[src/rtl/viola_pkg.sv]
// viola_pkg: shared register-file writeback widths and request type.
package viola_pkg;
   localparam int REG_ADDR_W = 5;
   localparam int DATA_W     = 32;
   localparam int TAG_W      = 3;
   localparam logic [TAG_W-1:0] TAG_NONE = '0;
   typedef struct packed {
      logic [REG_ADDR_W-1:0] rd;
      logic [DATA_W-1:0]     data;
      logic [TAG_W-1:0]      tag;
   } wb_req_t;
endpackage

[src/rtl/rr_picker.sv]
// rr_picker: one-hot grant of the first set request bit, searching upward from i_ptr+1 mod N.
module rr_picker #(
   parameter int N  = 3,
   parameter int PW = (N > 1) ? $clog2(N) : 1
) (
   input  logic [N-1:0]  i_req,
   input  logic [PW-1:0] i_ptr,
   output logic [N-1:0]  o_gnt,
   output logic [PW-1:0] o_idx
);
   always_comb begin
      o_gnt = '0;
      o_idx = '0;
      // descending scan so the nearest candidate after i_ptr is written last
      for (int k = N; k >= 1; k--) begin
         int j;
         j = (int'(i_ptr) + k) % N;
         if (i_req[j]) begin
            o_gnt    = '0;
            o_gnt[j] = 1'b1;
            o_idx    = PW'(j);
         end
      end
   end
endmodule

[src/rtl/rf_commit_arbiter.sv]
// rf_commit_arbiter: arbitrates writeback requesters onto the single register-file commit slot.
// Define RF_ARB_ROUND_ROBIN_EN for rotating priority; otherwise lowest index wins.
module rf_commit_arbiter #(
   parameter int NREQ   = 3,
   parameter int DATA_W = viola_pkg::DATA_W,
   parameter int TAG_W  = viola_pkg::TAG_W
) (
   input  logic                                  i_clk,
   input  logic                                  i_rst_n,
   input  logic                                  i_pause,
   input  logic                                  i_flush,
   input  logic [NREQ-1:0]                       i_req_valid,
   output logic [NREQ-1:0]                       o_req_ready,
   input  logic [NREQ*viola_pkg::REG_ADDR_W-1:0] i_req_rd,
   input  logic [NREQ*DATA_W-1:0]                i_req_data,
   input  logic [NREQ*TAG_W-1:0]                 i_req_tag,
   output logic                                  o_commit,
   output logic [viola_pkg::REG_ADDR_W-1:0]      o_reg_num,
   output logic [DATA_W-1:0]                     o_data_in,
   output logic [TAG_W-1:0]                      o_num_in,
   output logic                                  o_busy
);
   localparam int RW = viola_pkg::REG_ADDR_W;
   localparam int PW = (NREQ > 1) ? $clog2(NREQ) : 1;
   logic              r_commit;
   logic [RW-1:0]     r_reg;
   logic [DATA_W-1:0] r_data;
   logic [TAG_W-1:0]  r_tag;
   logic              w_free;
   logic [NREQ-1:0]   w_req;
   logic [NREQ-1:0]   w_gnt;
   logic [PW-1:0]     w_idx;
   logic [PW-1:0]     w_ptr;
   logic              w_xfer;
   // reset gates the grant so req_ready is zero while rst_n is low
   assign w_free = !r_commit || !i_pause;
   assign w_req  = (i_rst_n && w_free && !i_flush) ? i_req_valid : '0;
   assign w_xfer = |w_gnt;
`ifdef RF_ARB_ROUND_ROBIN_EN
   logic [PW-1:0] r_ptr;
   assign w_ptr = r_ptr;
   always_ff @(posedge i_clk or negedge i_rst_n) begin
      if (!i_rst_n) r_ptr <= PW'(NREQ - 1);
      else if (!i_flush && w_xfer) r_ptr <= w_idx;
   end
`else
   assign w_ptr = PW'(NREQ - 1);
`endif
   rr_picker #(.N(NREQ), .PW(PW)) u_pick (
      .i_req (w_req),
      .i_ptr (w_ptr),
      .o_gnt (w_gnt),
      .o_idx (w_idx)
   );
   always_ff @(posedge i_clk or negedge i_rst_n) begin
      if (!i_rst_n) begin
         r_commit <= 1'b0;
         r_reg    <= '0;
         r_data   <= '0;
         r_tag    <= '0;
      end else if (i_flush) begin
         r_commit <= 1'b0;
      end else if (w_xfer) begin
         r_commit <= 1'b1;
         r_reg    <= i_req_rd[w_idx*RW +: RW];
         r_data   <= i_req_data[w_idx*DATA_W +: DATA_W];
         r_tag    <= i_req_tag[w_idx*TAG_W +: TAG_W];
      end else if (!i_pause) begin
         r_commit <= 1'b0;
      end
   end
   assign o_req_ready = w_gnt;
   assign o_commit    = r_commit;
   assign o_reg_num   = r_reg;
   assign o_data_in   = r_data;
   assign o_num_in    = r_tag;
   assign o_busy      = r_commit | (|i_req_valid);
endmodule

[config.mk]
export PLATFORM = sky130hd
export DESIGN_NAME = rf_commit_arbiter
export DESIGN_NICKNAME = d
export VERILOG_FILES = /design/src/rtl/viola_pkg.sv /design/src/rtl/rr_picker.sv /design/src/rtl/rf_commit_arbiter.sv
export SDC_FILE = /design/constraint.sdc
export NUM_CORES = 1
export LEC_CHECK = 0
export CORE_MARGIN = 2
export CORE_UTILIZATION = 35
export CTS_BUF_LIST = sky130_fd_sc_hd__clkbuf_2 sky130_fd_sc_hd__clkbuf_4 sky130_fd_sc_hd__clkbuf_8
export DETAILED_ROUTE_END_ITERATION = 12
export GPL_TIMING_DRIVEN = 1
export PLACE_DENSITY = 0.87
export SETUP_SLACK_MARGIN = 0.3
export SLEW_MARGIN = 20
export SYNTH_ARGS = -nofsm -noshare
export SYNTH_HDL_FRONTEND = slang
export SYNTH_SLANG_ARGS = --single-unit
[constraint.sdc]
create_clock -name i_clk -period 2.03 [get_ports i_clk]
set_clock_uncertainty 0.2 [all_clocks]
set_input_delay 0.406 -clock i_clk [delete_from_list [all_inputs] [get_ports i_clk]]
set_output_delay 0.406 -clock i_clk [all_outputs]
set_load 0.01 [all_outputs]
# After elaboration in Yosys (flattened, before gate mapping)
# Index checks and enable logic that the tools add are counted.
# totals
register_bits	41
output_inout_bits	45
# op_classes
bitwise	2
mul	2
shifts	3
n_reduce_logical	9
n_mux	10
n_eq_ne	1
# op_table
cell	n
96-bit by 8-bit indexed part select with 32-bit output	1
15-bit by 6-bit indexed part select with 5-bit output	1
3-bit two-way mux	4
9-bit by 5-bit indexed part select with 3-bit output	1
2-bit two-way mux	3
3-bit OR reduction	2
2-bit by 3-bit multiplier with 5-bit output (second input constant)	1
2-bit by 2-bit multiplier with 4-bit output (second input constant)	1
1-bit zero test	3
1-bit two-way mux	3
3-bit by 1-bit inequality test with 1-bit output (second input constant)	1
1-bit logical AND	2
2-bit AND reduction	1
1-bit logical OR	1
1-bit inverter	1
1-bit OR	1

# Depth between registers and ports, before layout
# Gate-level depths: netlist (run 1).
# depth
depth_word	11
ltp_mapped	7
mapped_depth_nobuf	4

# Modules after synthesis
# From an unflattened synthesis (run 1), not the netlist that was laid out.
# hier_totals
cells_unflattened	226
area_unflattened_um2	2667.6
# by_module_without_submodules
module	instances	area_per_inst_um2	cells_per_inst
rf_commit_arbiter	1	2412.3	192
rr_picker	1	255.2	34

# Worst setup path before layout (run 1)
# No wires, ideal clock.
# synth_timing
kind	input -> output
start	in i_req_valid[1]
end	out o_busy
path_slack_ns	0.096
required_ns	1.424
arrival_ns	1.328
path_stages	4
cell_sequence	buf_4 -> clkbuf_1 -> or3_1 -> or2_1
# synth_between
elab_chain_cells	2
# synth_lines
element	line	source
start, declared	rf_commit_arbiter.sv:12	input logic [NREQ-1:0] i_req_valid,
3-bit OR reduction	rf_commit_arbiter.sv:77	assign o_busy = r_commit | (|i_req_valid);
1-bit OR	rf_commit_arbiter.sv:77	
end, declared	rf_commit_arbiter.sv:21	output logic o_busy
# No other way between the ends.

# Worst setup path after layout (run 1)
# Same ends and word-level chain as after synthesis.

==> results.sh, run 1 <==
export IMPL_maxSlewViolCount=0
export IMPL_antenna_found_initial=0
export IMPL_cts_buffers=5
export IMPL_ant_nets=0
export IMPL_num_antenna_cells=0
export IMPL_hold_class="in -> async"
export IMPL_regToRegSetupSlack_ns=0.17
export IMPL_insertion_delay_ns=0.29
export IMPL_io_pins=172
export IMPL_placed_cells=545
export IMPL_root_buffer="clkbuf_8"
export IMPL_synth_area_leader_cell="dfrtp_1"
export IMPL_synth_common_cells="nand2_1 (42), dfrtp_1 (41), a221o_1 (40), nand3_1 (40), o211ai_1 (40)"
export IMPL_dr_first_iter_drc_count=111
export IMPL_synth_distinct_cells=21
export IMPL_final_area_sq_mm=0.00510
export IMPL_relSlewSlack_pct=63.5
export IMPL_crit_arrival_ns=1.28
export IMPL_vdd_drop_max_v=0.000265
export IMPL_async_flop_share_pct=100
export IMPL_vias=3337
export IMPL_yosysTopAreaCellShare_pct=36.2
export IMPL_ys_seq_elements=41
export IMPL_clkSlewWorstSetupHoldPaths_ns=0.08
export IMPL_cp_max_fo=2
export IMPL_die_height_um=94.0
export IMPL_rows=32
export IMPL_syn_area_per_cell_sq_um=9.72
export IMPL_worst_pin_slew_ns=0.547
export IMPL_syn_area_sq_mm=0.00284
export IMPL_vias_per_cell=5.83
export IMPL_postRouteWirelength_mm=10.7
export IMPL_grt_pass1_vias=3402
export IMPL_remaining_drc_errors=0
export IMPL_worstSetupEndpointType="output pin"
export IMPL_synth_edf_count=0
export IMPL_cp_required_ns=1.42
export IMPL_layout_nets=596
export IMPL_ys_top_cells_by_area="dfrtp_1 (36%), a22oi_2 (15%), a221o_1 (14%)"
export IMPL_grt_pass1_wl_mm=17.1
export IMPL_rsz0062_at_grt="yes"
export IMPL_fmax_ghz=0.529
export IMPL_reg2reg_depth=8
export IMPL_r2r_start="o_commit"
export IMPL_finalCritPeriodShare_pct=93.1
export IMPL_instances_no_fill=572
export IMPL_post_dp_hpwl_mm=6.95
export IMPL_synth_nets=419
export IMPL_setup_viol=0
export IMPL_startpoint="i_req_valid[1]"
export IMPL_port_buffers=171
export IMPL_area_growth_syn_to_layout_pct=79.7
export IMPL_crit_type="in -> out"
export IMPL_die_w_um=94.0
export IMPL_cts_tree="yes"
export IMPL_ys_warn_count=0
export IMPL_power_static_leakage_nw=1.98
export IMPL_hold_viol_final=7
export IMPL_cts_sinks=41
export IMPL_grt_usage_pct=24.8
export IMPL_place_congestion=0.706
export IMPL_placed_area_sq_mm=0.00465
export IMPL_drive_gt1_share_pct=21.5
export IMPL_synthFlopType="dfrtp_1"
export IMPL_endpoint="o_busy"
export IMPL_status="finished with violations"
export IMPL_r2r_end="o_data_in[0]"
export IMPL_seq_area_frac_synth_pct=36.2
export IMPL_grt_max_degree=66
export IMPL_p_per_area_mw_per_mm2=614
export IMPL_yosysMostFrequentCell="nand2_1"
export IMPL_cap_violations=0
export IMPL_die_area_sq_mm=0.00884
export IMPL_wl_per_cell_um=18.8
export IMPL_whs_ns=-0.0103
export IMPL_htree_num_levels=2
export IMPL_core_area_sq_mm=0.00781
export IMPL_cts_max_path_buffers=2
export IMPL_violations="negative hold slack"
export IMPL_grt_remaining_overflow=0
export IMPL_finalCriticalPeriod_ns=1.89
export IMPL_startpoint_type="input pin"
export IMPL_syn_inst=292
export IMPL_initial_core_util_pct=36.3
export IMPL_dr_pass1_iters=4
==> how the worst min path moves through the flow <==
stage,cells after the start,startpoint,end,slack [ns]
global route,2,i_rst_n,o_data_in[10],0.05
global placement,2,o_data_in[23],o_data_in[23],0.31
floorplan,0,i_rst_n,o_commit,-0.09
CTS,2,i_rst_n,o_data_in[10],0.02
detailed placement,2,o_data_in[23],o_data_in[23],0.33
finish,2,i_rst_n,o_data_in[10],-0.01
==> state kept, by name (all words and copies together) (netlist names) <==
signal,cells
o_commit,1
o_data_in,32
o_num_in,3
o_reg_num,5
==> critical path, stage by stage <==
cell and delay, ns:
buf_2 0.13, or3_4 0.39, or2_1 0.22, buf_2 0.14
==> final cells by class <==
type | count | area [sq um]
well taps | 102 | 128
flip-flops and latches | 41 | 1030
repair buffers | 206 | 2140
fillers | 660 | 2710
clock inverters | 1 | 30.0
multi-input cells | 215 | 1690
clock buffers | 7 | 90.1
==> layer usage <==
metal | track usage (%) | share of wire [%]
met1 | 30.7 | 40
met2 | 44.2 | 50
met3 | 4.57 | 8.5
met4 | 6.16 | 1.6
met5 | 0 | 0
==> what timing repair did <==
action                     in CTS  in global routing
gates cloned                    7                  0
pin swaps                      14                 13
buffers inserted               10                  2
setup endpoints to repair      85                 44
gates resized for setup        87                  2
hold buffers                    0                  0
==> per-stage QoR <==
stage	util [%]	power, mW	hold WS [ns]	setup TNS [ns]	setup WS [ns]
final	65.3	3.13	-0.0103	0	0.139
after detailed placement	59.6	2.46	0.327	-15.40	-0.510
after floorplan	-	1.70	-0.0896	0	0.133
after global routing	65.3	3.29	0.0508	0	0.0861
after CTS	64.8	3.14	0.0198	0	0.164
after global placement	59.6	2.41	0.305	-13.71	-0.499
==> report_power, final <==
part,internal [mW],total [mW],switching [mW]
logic,0.716,1.26,0.548
clock network,0.415,0.702,0.288
registers,0.995,1.16,0.168
==> cells by family after synthesis <==
| logic type | synth area share (%) |
|---|---|
| AOI/OAI and AO/OA | 41.4 |
| and+or+nand+nor | 15.4 |
| buffers and inverters | 7.01 |
| DFF | 36.2 |
==> layout by cell type, fill, tap and decap left out, types with 2 or more instances in the layout <==
cell type | netlist | layout
dfrtp_1 | 41 | 41
buf_6 | 5 | 5
clkbuf_8 | 0 | 6
nor3b_2 | 1 | 2
buf_2 | 6 | 9
buf_4 | 5 | 15
buf_12 | 0 | 8
a22oi_2 | 34 | 39
nand3_1 | 40 | 40
nand2_1 | 42 | 40
clkdlybuf4s50_1 | 0 | 120
o211ai_1 | 40 | 40
buf_16 | 0 | 7
a221o_1 | 40 | 40
dlygate4sd2_1 | 0 | 42
Note: power is estimated with default switching activity, not from simulation.
==> inputs of run 2 (changes only) <==
--- a/config.mk
+++ b/config.mk
@@ -9,6 +9,7 @@
 export CORE_UTILIZATION = 35
 export CTS_BUF_LIST = sky130_fd_sc_hd__clkbuf_2 sky130_fd_sc_hd__clkbuf_4 sky130_fd_sc_hd__clkbuf_8
 export DETAILED_ROUTE_END_ITERATION = 12
+export GPL_ROUTABILITY_DRIVEN = 0
 export GPL_TIMING_DRIVEN = 1
 export PLACE_DENSITY = 0.87
 export SETUP_SLACK_MARGIN = 0.3
==> results of run 2 <==
Same layout as run 1: the final DEF is identical, and so are final timing and power.
==> inputs of run 3 (changes only) <==
--- a/config.mk
+++ b/config.mk
@@ -10,7 +10,7 @@
 export CTS_BUF_LIST = sky130_fd_sc_hd__clkbuf_2 sky130_fd_sc_hd__clkbuf_4 sky130_fd_sc_hd__clkbuf_8
 export DETAILED_ROUTE_END_ITERATION = 12
 export GPL_ROUTABILITY_DRIVEN = 0
-export GPL_TIMING_DRIVEN = 1
+export GPL_TIMING_DRIVEN = 0
 export PLACE_DENSITY = 0.87
 export SETUP_SLACK_MARGIN = 0.3
 export SLEW_MARGIN = 20
==> results.sh, run 3 (synthesis gave the netlist of run 1 again) <==
export IMPL_layout_commonest_cell="clkdlybuf4s50_1"
export IMPL_cp_max_fo=2
export IMPL_reg2reg_depth=9
export IMPL_worstSetupEndpointType="output pin"
export IMPL_wl_per_cell_um=19.4
export IMPL_fin_total_pwr_mw=3.03
export IMPL_tns_ns=0
export IMPL_maxSlewViolCount=0
export IMPL_fill_cells=651
export IMPL_dr_pass1_iters=4
export IMPL_ant_nets=0
export IMPL_largest_register_ffs=32
export IMPL_grt_pass1_vias=3467
export IMPL_htree_num_levels=2
export IMPL_crit_arrival_ns=1.36
export IMPL_die_w_um=94.0
export IMPL_insertion_delay_ns=0.28
export IMPL_finalCritPeriodShare_pct=96.9
export IMPL_clkSlewWorstSetupHoldPaths_ns=0.08
export IMPL_cts_max_path_buffers=2
export IMPL_core_area_sq_mm=0.00781
export IMPL_antenna_found_initial=0
export IMPL_rows=32
export IMPL_layout_common_cells="clkdlybuf4s50_1 (120), dlygate4sd2_1 (42), dfrtp_1 (41)"
export IMPL_startpoint_type="input pin"
export IMPL_p_per_area_mw_per_mm2=581
export IMPL_power_static_leakage_nw=2.09
export IMPL_remaining_drc_errors=0
export IMPL_placed_area_sq_mm=0.00471
export IMPL_vdd_drop_max_v=0.000341
export IMPL_finalCriticalPeriod_ns=1.97
export IMPL_cts_sinks=41
export IMPL_cts_tree="yes"
export IMPL_hold_viol_final=0
export IMPL_critical_path_max_stage_delay_ns=0.37
export IMPL_crit_type="in -> out"
export IMPL_hold_class="in -> async"
export IMPL_fmax_ghz=0.508
export IMPL_whs_ns=0.0569
export IMPL_io_pins=172
export IMPL_dr_first_iter_drc_count=110
export IMPL_cap_violations=0
export IMPL_cp_slowest_cell="or3_4"
export IMPL_grt_usage_pct=25.4
export IMPL_rsz0062_at_grt="yes"
export IMPL_die_height_um=94.0
export IMPL_worst_pin_slew_ns=0.653
export IMPL_r2r_start="o_commit"
export IMPL_area_growth_syn_to_layout_pct=84.0
export IMPL_die_area_sq_mm=0.00884
export IMPL_initial_core_util_pct=36.3
export IMPL_vias=3440
export IMPL_cts_buffers=5
export IMPL_status="finished clean"
export IMPL_relSlewSlack_pct=56.3
export IMPL_post_dp_hpwl_mm=7.95
export IMPL_root_buffer="clkbuf_8"
export IMPL_grt_max_degree=13
export IMPL_grt_remaining_overflow=0
export IMPL_grt_pass1_wl_mm=17.5
export IMPL_path_cells="buf_12, clkbuf_16, or3_4, or2_1, buf_6"
export IMPL_port_buffers=169
export IMPL_r2r_end="o_reg_num[2]"
export IMPL_layout_nets=624
export IMPL_regToRegSetupSlack_ns=0.29
export IMPL_cp_required_ns=1.42
export IMPL_drive_gt1_share_pct=23.1
export IMPL_final_area_sq_mm=0.00522
export IMPL_setup_viol=0
export IMPL_vias_per_cell=5.73
export IMPL_postRouteWirelength_mm=11.6
## run 3: cell count changes in the layout (fill, tap and decap cells not counted), moves of 2 or more
cell | before | now
bufbuf_16 | 0 | 2
buf_6 | 5 | 13
buf_12 | 8 | 2
clkbuf_1 | 0 | 7
dlygate4sd3_1 | 0 | 3
clkbuf_16 | 0 | 3
a22oi_1 | 1 | 3
a22oi_2 | 39 | 37
buf_8 | 0 | 5
buf_1 | 0 | 2
buf_16 | 7 | 2
clkbuf_2 | 0 | 8
clkbuf_4 | 1 | 3
## run 3: how the worst max path moves through the flow
| stage | from | to | slack [ns] | cells after the start |
|---|---|---|---|---|
| after global routing | o_commit | o_req_ready[1] | 0.05 | 5 |
| after floorplan | i_req_valid[1] | o_busy | 0.13 | 4 |
| final | i_req_valid[1] | o_busy | 0.06 | 5 |
| after detailed placement | i_rst_n | o_req_ready[1] | -1.21 | 7 |
| after CTS | i_req_valid[1] | o_busy | 0.07 | 5 |
| after global placement | i_rst_n | o_req_ready[1] | -2.36 | 6 |
## run 3: power breakdown
group          internal, mW  switching [mW]
clock                 0.284           0.281
combinational         0.744           0.565
sequential            0.995           0.166
## run 3: final cells by class
cell class                 instances  area (sq um)  area share, %
sequential                        41          1030           19.6
clock buffer                       7          90.1           1.72
antenna                            1          2.50         0.0479
multi-input combinational        215          1680           32.2
tap                              102           128           2.44
buffer                            36           318           6.09
timing repair buffer             198          1980           37.9
## run 3: per-stage QoR
stage	std cells	setup slack [ns]	utilization (%)
6_report	600	0.0632	66.9
5_1_grt	599	0.0451	66.9
4_1_cts	590	0.0719	65.0
3_5_place_dp	564	-1.21	60.3
3_3_place_gp	563	-2.36	60.0
2_1_floorplan	292	0.133	-
## run 3: layer usage
metal  GRT usage [%]  share of wire [%]  vias up
li1                -                  -     1589
met1            30.0                 39     1668
met2            47.4                 52      170
met3            4.74                8.0       13
met4            5.43                1.0        0
met5               0                  0        -
## run 3: critical path: cells and delay by family
| kind | cells | cell delay [ns] |
|---|---|---|
| buf+inv | 3 | 0.37 |
| simple gates | 2 | 0.59 |
## run 3: what timing repair did
item,4_1_cts,5_1_grt
hold endpoints to repair,31,0
cloned,2,4
pin swaps,17,6
resized for setup,97,29
buffers inserted,14,5
setup endpoints to repair,85,44
hold buffers,3,0
==> edit 1, RTL diff (config.mk and constraints of run 2) <==
`REG_ADDR_W`: 5 -> 6.
--- a/src/rtl/viola_pkg.sv
+++ b/src/rtl/viola_pkg.sv
@@ -1,6 +1,6 @@
 // viola_pkg: shared register-file writeback widths and request type.
 package viola_pkg;
-   localparam int REG_ADDR_W = 5;
+   localparam int REG_ADDR_W = 6;
    localparam int DATA_W     = 32;
    localparam int TAG_W      = 3;
    localparam logic [TAG_W-1:0] TAG_NONE = '0;
Ports: changed (resized i_req_rd and o_reg_num); port bits go from 172 to 176. The function was not compared with the original's and may differ.
==> edit 1 against run 2 <==
  * Sequential cell count up 1
  * Wire length fell by 1.2%
  * Via count is essentially flat
  * Final area is 0.64% lower
  * Total power down 3.3%
  * Synthesized area rose by 3.1%
  * Worst setup slack improved by 0.030 ns
  * Largest power group unchanged
==> edit 1: results (changes against run 2) <==
<table>
<tr><th>Metric</th><th>Value</th></tr>
<tr><th colspan="2">GRT</th></tr>
<tr><td>GR Util met1</td><td>27.47% (-3.2 points)</td></tr>
<tr><td>Global-route wire length before repair</td><td>16740 um (-2.3%)</td></tr>
<tr><td>Total global routing track utilization</td><td>23.35% (-1.4 points)</td></tr>
<tr><td>Pin count of the biggest net entering global routing</td><td>52 (-21%)</td></tr>
<tr><th colspan="2">Synth</th></tr>
<tr><td>Part of the Yosys area used for sequential elements</td><td>35.91% (-0.24 points)</td></tr>
<tr><td>Most frequent cells after synthesis</td><td>43 x sky130_fd_sc_hd__nand2_1, 42 x sky130_fd_sc_hd__dfrtp_1, 41 x sky130_fd_sc_hd__a221o_1, 41 x sky130_fd_sc_hd__nand3_1, 41 x sky130_fd_sc_hd__o211ai_1</td></tr>
<tr><td>Syn_nets</td><td>429 (+2.4%)</td></tr>
<tr><td>Cell variety after synth</td><td>22 (+4.8%)</td></tr>
<tr><th colspan="2">Route</th></tr>
<tr><td>Met2 WL post-DR</td><td>5330 um (-1.0%)</td></tr>
<tr><td>Final wirelength</td><td>10610 um (-1.2%)</td></tr>
<tr><td>M1 WL</td><td>4231 um (-0.77%)</td></tr>
<tr><td>DR WL met3</td><td>868 um (-5.3%)</td></tr>
<tr><td>Vias per cell</td><td>5.767 (-1.1%)</td></tr>
<tr><th colspan="2">Status</th></tr>
<tr><td>Run status</td><td>completed</td></tr>
<tr><th colspan="2">Final layout</th></tr>
<tr><td>Proportion of layout cells with a drive suffix above 1</td><td>18.99% (-2.5 points)</td></tr>
<tr><td>FILL cells</td><td>674 (+2.1%)</td></tr>
<tr><td>Fin nets</td><td>603 (+1.2%)</td></tr>
<tr><th colspan="2">Worst setup path</th></tr>
<tr><td>Setup slack on the worst flop-to-flop path</td><td>0.25 ns (+0.08 ns)</td></tr>
<tr><td>Worst Path Arrival</td><td>1.25 ns (-0.03 ns)</td></tr>
<tr><td>FF-to-FF path depth</td><td>6 (-2)</td></tr>
<tr><td>Worst r2r dst</td><td>o_data_in[0]</td></tr>
<tr><td>Beginning of the critical path</td><td>i_req_valid[2]</td></tr>
<tr><th colspan="2">Pwr</th></tr>
<tr><td>Internal power of the cells</td><td>2.018 mW (-5.1%)</td></tr>
<tr><td>IR drop worst, VDD</td><td>0.3152 mV (+19%)</td></tr>
<tr><td>Combinational logic power</td><td>1.26 mW (about the same)</td></tr>
<tr><td>Clock network power</td><td>584 uW (-17%)</td></tr>
<tr><th colspan="2">STA</th></tr>
<tr><td>Final hold slack</td><td>0.02829 ns (+0.03862 ns)</td></tr>
<tr><td>Actual transition at the worst max-transition pin</td><td>0.5758 ns (+0.02861 ns)</td></tr>
<tr><th colspan="2">Clock network</th></tr>
<tr><td>Clk root buf</td><td>sky130_fd_sc_hd__clkbuf_8</td></tr>
</table>
-- edit 1: cell types whose count changed after synthesis, moves of 2 or more --
cell	before	now
sky130_fd_sc_hd__buf_6	5	9
sky130_fd_sc_hd__buf_4	5	1
sky130_fd_sc_hd__clkbuf_1	18	22
sky130_fd_sc_hd__buf_1	2	0
sky130_fd_sc_hd__nor2b_1	2	0
-- edit 1: per-stage QoR --
step	total power [mW]	instance area (um^2)	cells	setup WS (ns)	setup TNS [ns]
2_1_floorplan	1.754	2975	299	0.1268	0
3_3_place_gp	2.486	4800	561	-0.4860	-14.85
3_5_place_dp	2.537	4800	561	-0.5204	-16.13
4_1_cts	3.031	5006	576	0.1381	0
5_1_grt	3.217	5066	579	0.1392	0
6_report	3.028	5066	579	0.1691	0
-- edit 1: cell families (layout without fill, tap and decap cells) --
logic type | after synthesis | in the layout | synth area share [%]
AOI/OAI and AO/OA | 124 | 124 | 41.04
buffers and inverters | 37 | 212 | 7.396
DFF | 42 | 42 | 35.91
and+or+nand+nor | 96 | 96 | 15.65
-- edit 1: final cells by class --
| class | count | share of cell area, % |
|---|---|---|
| clock buffer | 7 | 1.778 |
| clock inverter | 1 | 0.09879 |
| multi-input combinational | 220 | 33.69 |
| sequential | 42 | 20.75 |
| tap | 105 | 2.593 |
| timing repair buffer | 204 | 41.10 |
-- edit 1: repair_timing --
action,CTS,global route
pin swaps,11,7
endpoints found under the setup margin,87,44
setup buffers,4,3
gates resized for setup,80,8
hold endpoints to repair,0,0
cloned,3,0
-- edit 1: worst max-delay path, cell delays in order --
cell	delay (ns)
sky130_fd_sc_hd__buf_6	0.09
sky130_fd_sc_hd__or3_4	0.37
sky130_fd_sc_hd__or2_1	0.25
sky130_fd_sc_hd__buf_6	0.13
==> edit 2, RTL diff (flow settings as in run 2) <==
Without the edit above. Build with the macro `RF_ARB_ROUND_ROBIN_EN` defined.
--- a/src/rtl/rf_commit_arbiter.sv
+++ b/src/rtl/rf_commit_arbiter.sv
@@ -1,5 +1,7 @@
 // rf_commit_arbiter: arbitrates writeback requesters onto the single register-file commit slot.
 // Define RF_ARB_ROUND_ROBIN_EN for rotating priority; otherwise lowest index wins.
+`define RF_ARB_ROUND_ROBIN_EN
+
 module rf_commit_arbiter #(
    parameter int NREQ   = 3,
    parameter int DATA_W = viola_pkg::DATA_W,
Behaviour: not the same (a bounded check fails within 4 cycles, from zero or initial values and one cycle with i_rst_n low).
==> edit 2 against run 2 <==
  * The flow finishes with violations (setup timing)
  * Sequential share of layout area about the same
  * Hold slack better by 0.063 ns
  * Cell count increased by 1.9%
  * Critical path depth rose by 5
  * Sequential cell count grew 2
  * Wire length decreased by 9.8%
  * Synthesized area increased by 6.9%
  * Synthesized cell count decreased by 3.8%
  * Register-to-register slack lost 0.96 ns
  * Worst setup slack worse by 0.93 ns
  * Final area rose by 5.0%
  * Critical path type is now register to register
  * Critical endpoint is now o_reg_num[3]
  * Highest routed layer unchanged
Power is not compared: it rests on default switching activity, and its combinational part moved more than twofold at a synthesized area within 25%.
==> edit 2: results (changes against run 2) <==
<table>
<tr><th>Metric</th><th>Value</th></tr>
<tr><th colspan="2">Placement</th></tr>
<tr><td>Pre-CTS WS</td><td>-0.9425 ns (-0.4329 ns)</td></tr>
<tr><td>Standard cell area after detailed placement</td><td>4911 um^2 (+5.6%)</td></tr>
<tr><th colspan="2">Clock network</th></tr>
<tr><td>Post-CTS setup buffers</td><td>9 (-1)</td></tr>
<tr><td>Number of cells upsized or downsized after cts</td><td>82 (-5.7%)</td></tr>
<tr><th colspan="2">STA</th></tr>
<tr><td>Final hold slack</td><td>0.05251 ns (+0.06283 ns)</td></tr>
<tr><td>Crit path setup slack, layout</td><td>-0.7896 ns (-0.9289 ns)</td></tr>
<tr><td>Setup tns final</td><td>-35.32 ns (-35.32 ns)</td></tr>
<tr><td>Worst max-slew margin expressed relative to the limit</td><td>64.47% (+0.95 points)</td></tr>
<tr><td>Number of setup violations in the final report</td><td>47 (+47)</td></tr>
<tr><th colspan="2">GRT</th></tr>
<tr><td>Met2 Track Usage GR</td><td>35.04% (-9.2 points)</td></tr>
<tr><td>Pin count of the biggest net entering global routing</td><td>44 (-33%)</td></tr>
<tr><td>Total global routing track utilization</td><td>18.93% (-5.8 points)</td></tr>
<tr><td>Global-route wire length before repair</td><td>14430 um (-16%)</td></tr>
<tr><td>GR Util met1</td><td>21.33% (-9.4 points)</td></tr>
<tr><td>Vias in the first global route</td><td>2963 (-13%)</td></tr>
<tr><th colspan="2">Status</th></tr>
<tr><td>Run status</td><td>complete, but fails checks</td></tr>
<tr><td>Violated checks</td><td>setup timing</td></tr>
<tr><th colspan="2">Route</th></tr>
<tr><td>Via count</td><td>2862 (-14%)</td></tr>
<tr><td>Final wirelength</td><td>9686 um (-9.8%)</td></tr>
<tr><td>Starting DRC count in detailed routing</td><td>68 (-39%)</td></tr>
<tr><th colspan="2">Worst setup path</th></tr>
<tr><td>Highest-delay cell along the critical path</td><td>sky130_fd_sc_hd__dfstp_2</td></tr>
<tr><td>Critical path peak fanout</td><td>12 (+10)</td></tr>
<tr><th colspan="2">Final layout</th></tr>
<tr><td>Proportion of layout cells with a drive suffix above 1</td><td>24.90% (+3.4 points)</td></tr>
<tr><td>Final Non-Filler Cells</td><td>583 (+1.9%)</td></tr>
<tr><td>FILL cells</td><td>658 (-0.30%)</td></tr>
</table>
## edit 2: cell types whose count changed after synthesis, moves of 11 or more
| cell | before | now |
|---|---|---|
| sky130_fd_sc_hd__mux2i_1 | 0 | 45 |
| sky130_fd_sc_hd__clkbuf_1 | 18 | 7 |
| sky130_fd_sc_hd__a22oi_2 | 34 | 0 |
| sky130_fd_sc_hd__mux2_4 | 0 | 39 |
| sky130_fd_sc_hd__nand3_1 | 40 | 0 |
| sky130_fd_sc_hd__o21ai_1 | 0 | 39 |
| sky130_fd_sc_hd__a221o_1 | 40 | 0 |
| sky130_fd_sc_hd__o211ai_1 | 40 | 1 |
## edit 2: cell type report
| cell class | count | area (um^2) | share of cell area [%] |
|---|---|---|---|
| clock buffer | 6 | 76.32 | 1.426 |
| inverter | 6 | 22.52 | 0.4209 |
| multi-input combinational | 212 | 1847 | 34.51 |
| timing repair buffer | 210 | 2167 | 40.50 |
| clock inverter | 1 | 30.03 | 0.5611 |
| tap | 105 | 131.4 | 2.455 |
| sequential | 43 | 1077 | 20.13 |
## edit 2: where the power goes
part	total (mW)	leakage, nW	internal, mW	switching [mW]
sequential	1.55	0.509	1.30	0.253
combinational	3.58	1.65	2.17	1.41
clock	0.653	0.0547	0.374	0.279
## edit 2: layer usage
layer / vias to the layer above / part of all wire, %
met3: 10 / 6.2
met2: 113 / 52
met5: - / 0
li1: 1387 / -
met4: 0 / 1.6
met1: 1352 / 40
## edit 2: logic make-up after synthesis
family	after synthesis	synth area share (%)
AND/OR/NAND/NOR	62	8.705
adder cells (fa/ha/maj)	4	1.650
multiplexers	87	35.27
buffers and inverters	26	7.137
flip-flops	43	35.52
AO/OA/AOI/OAI	59	11.72
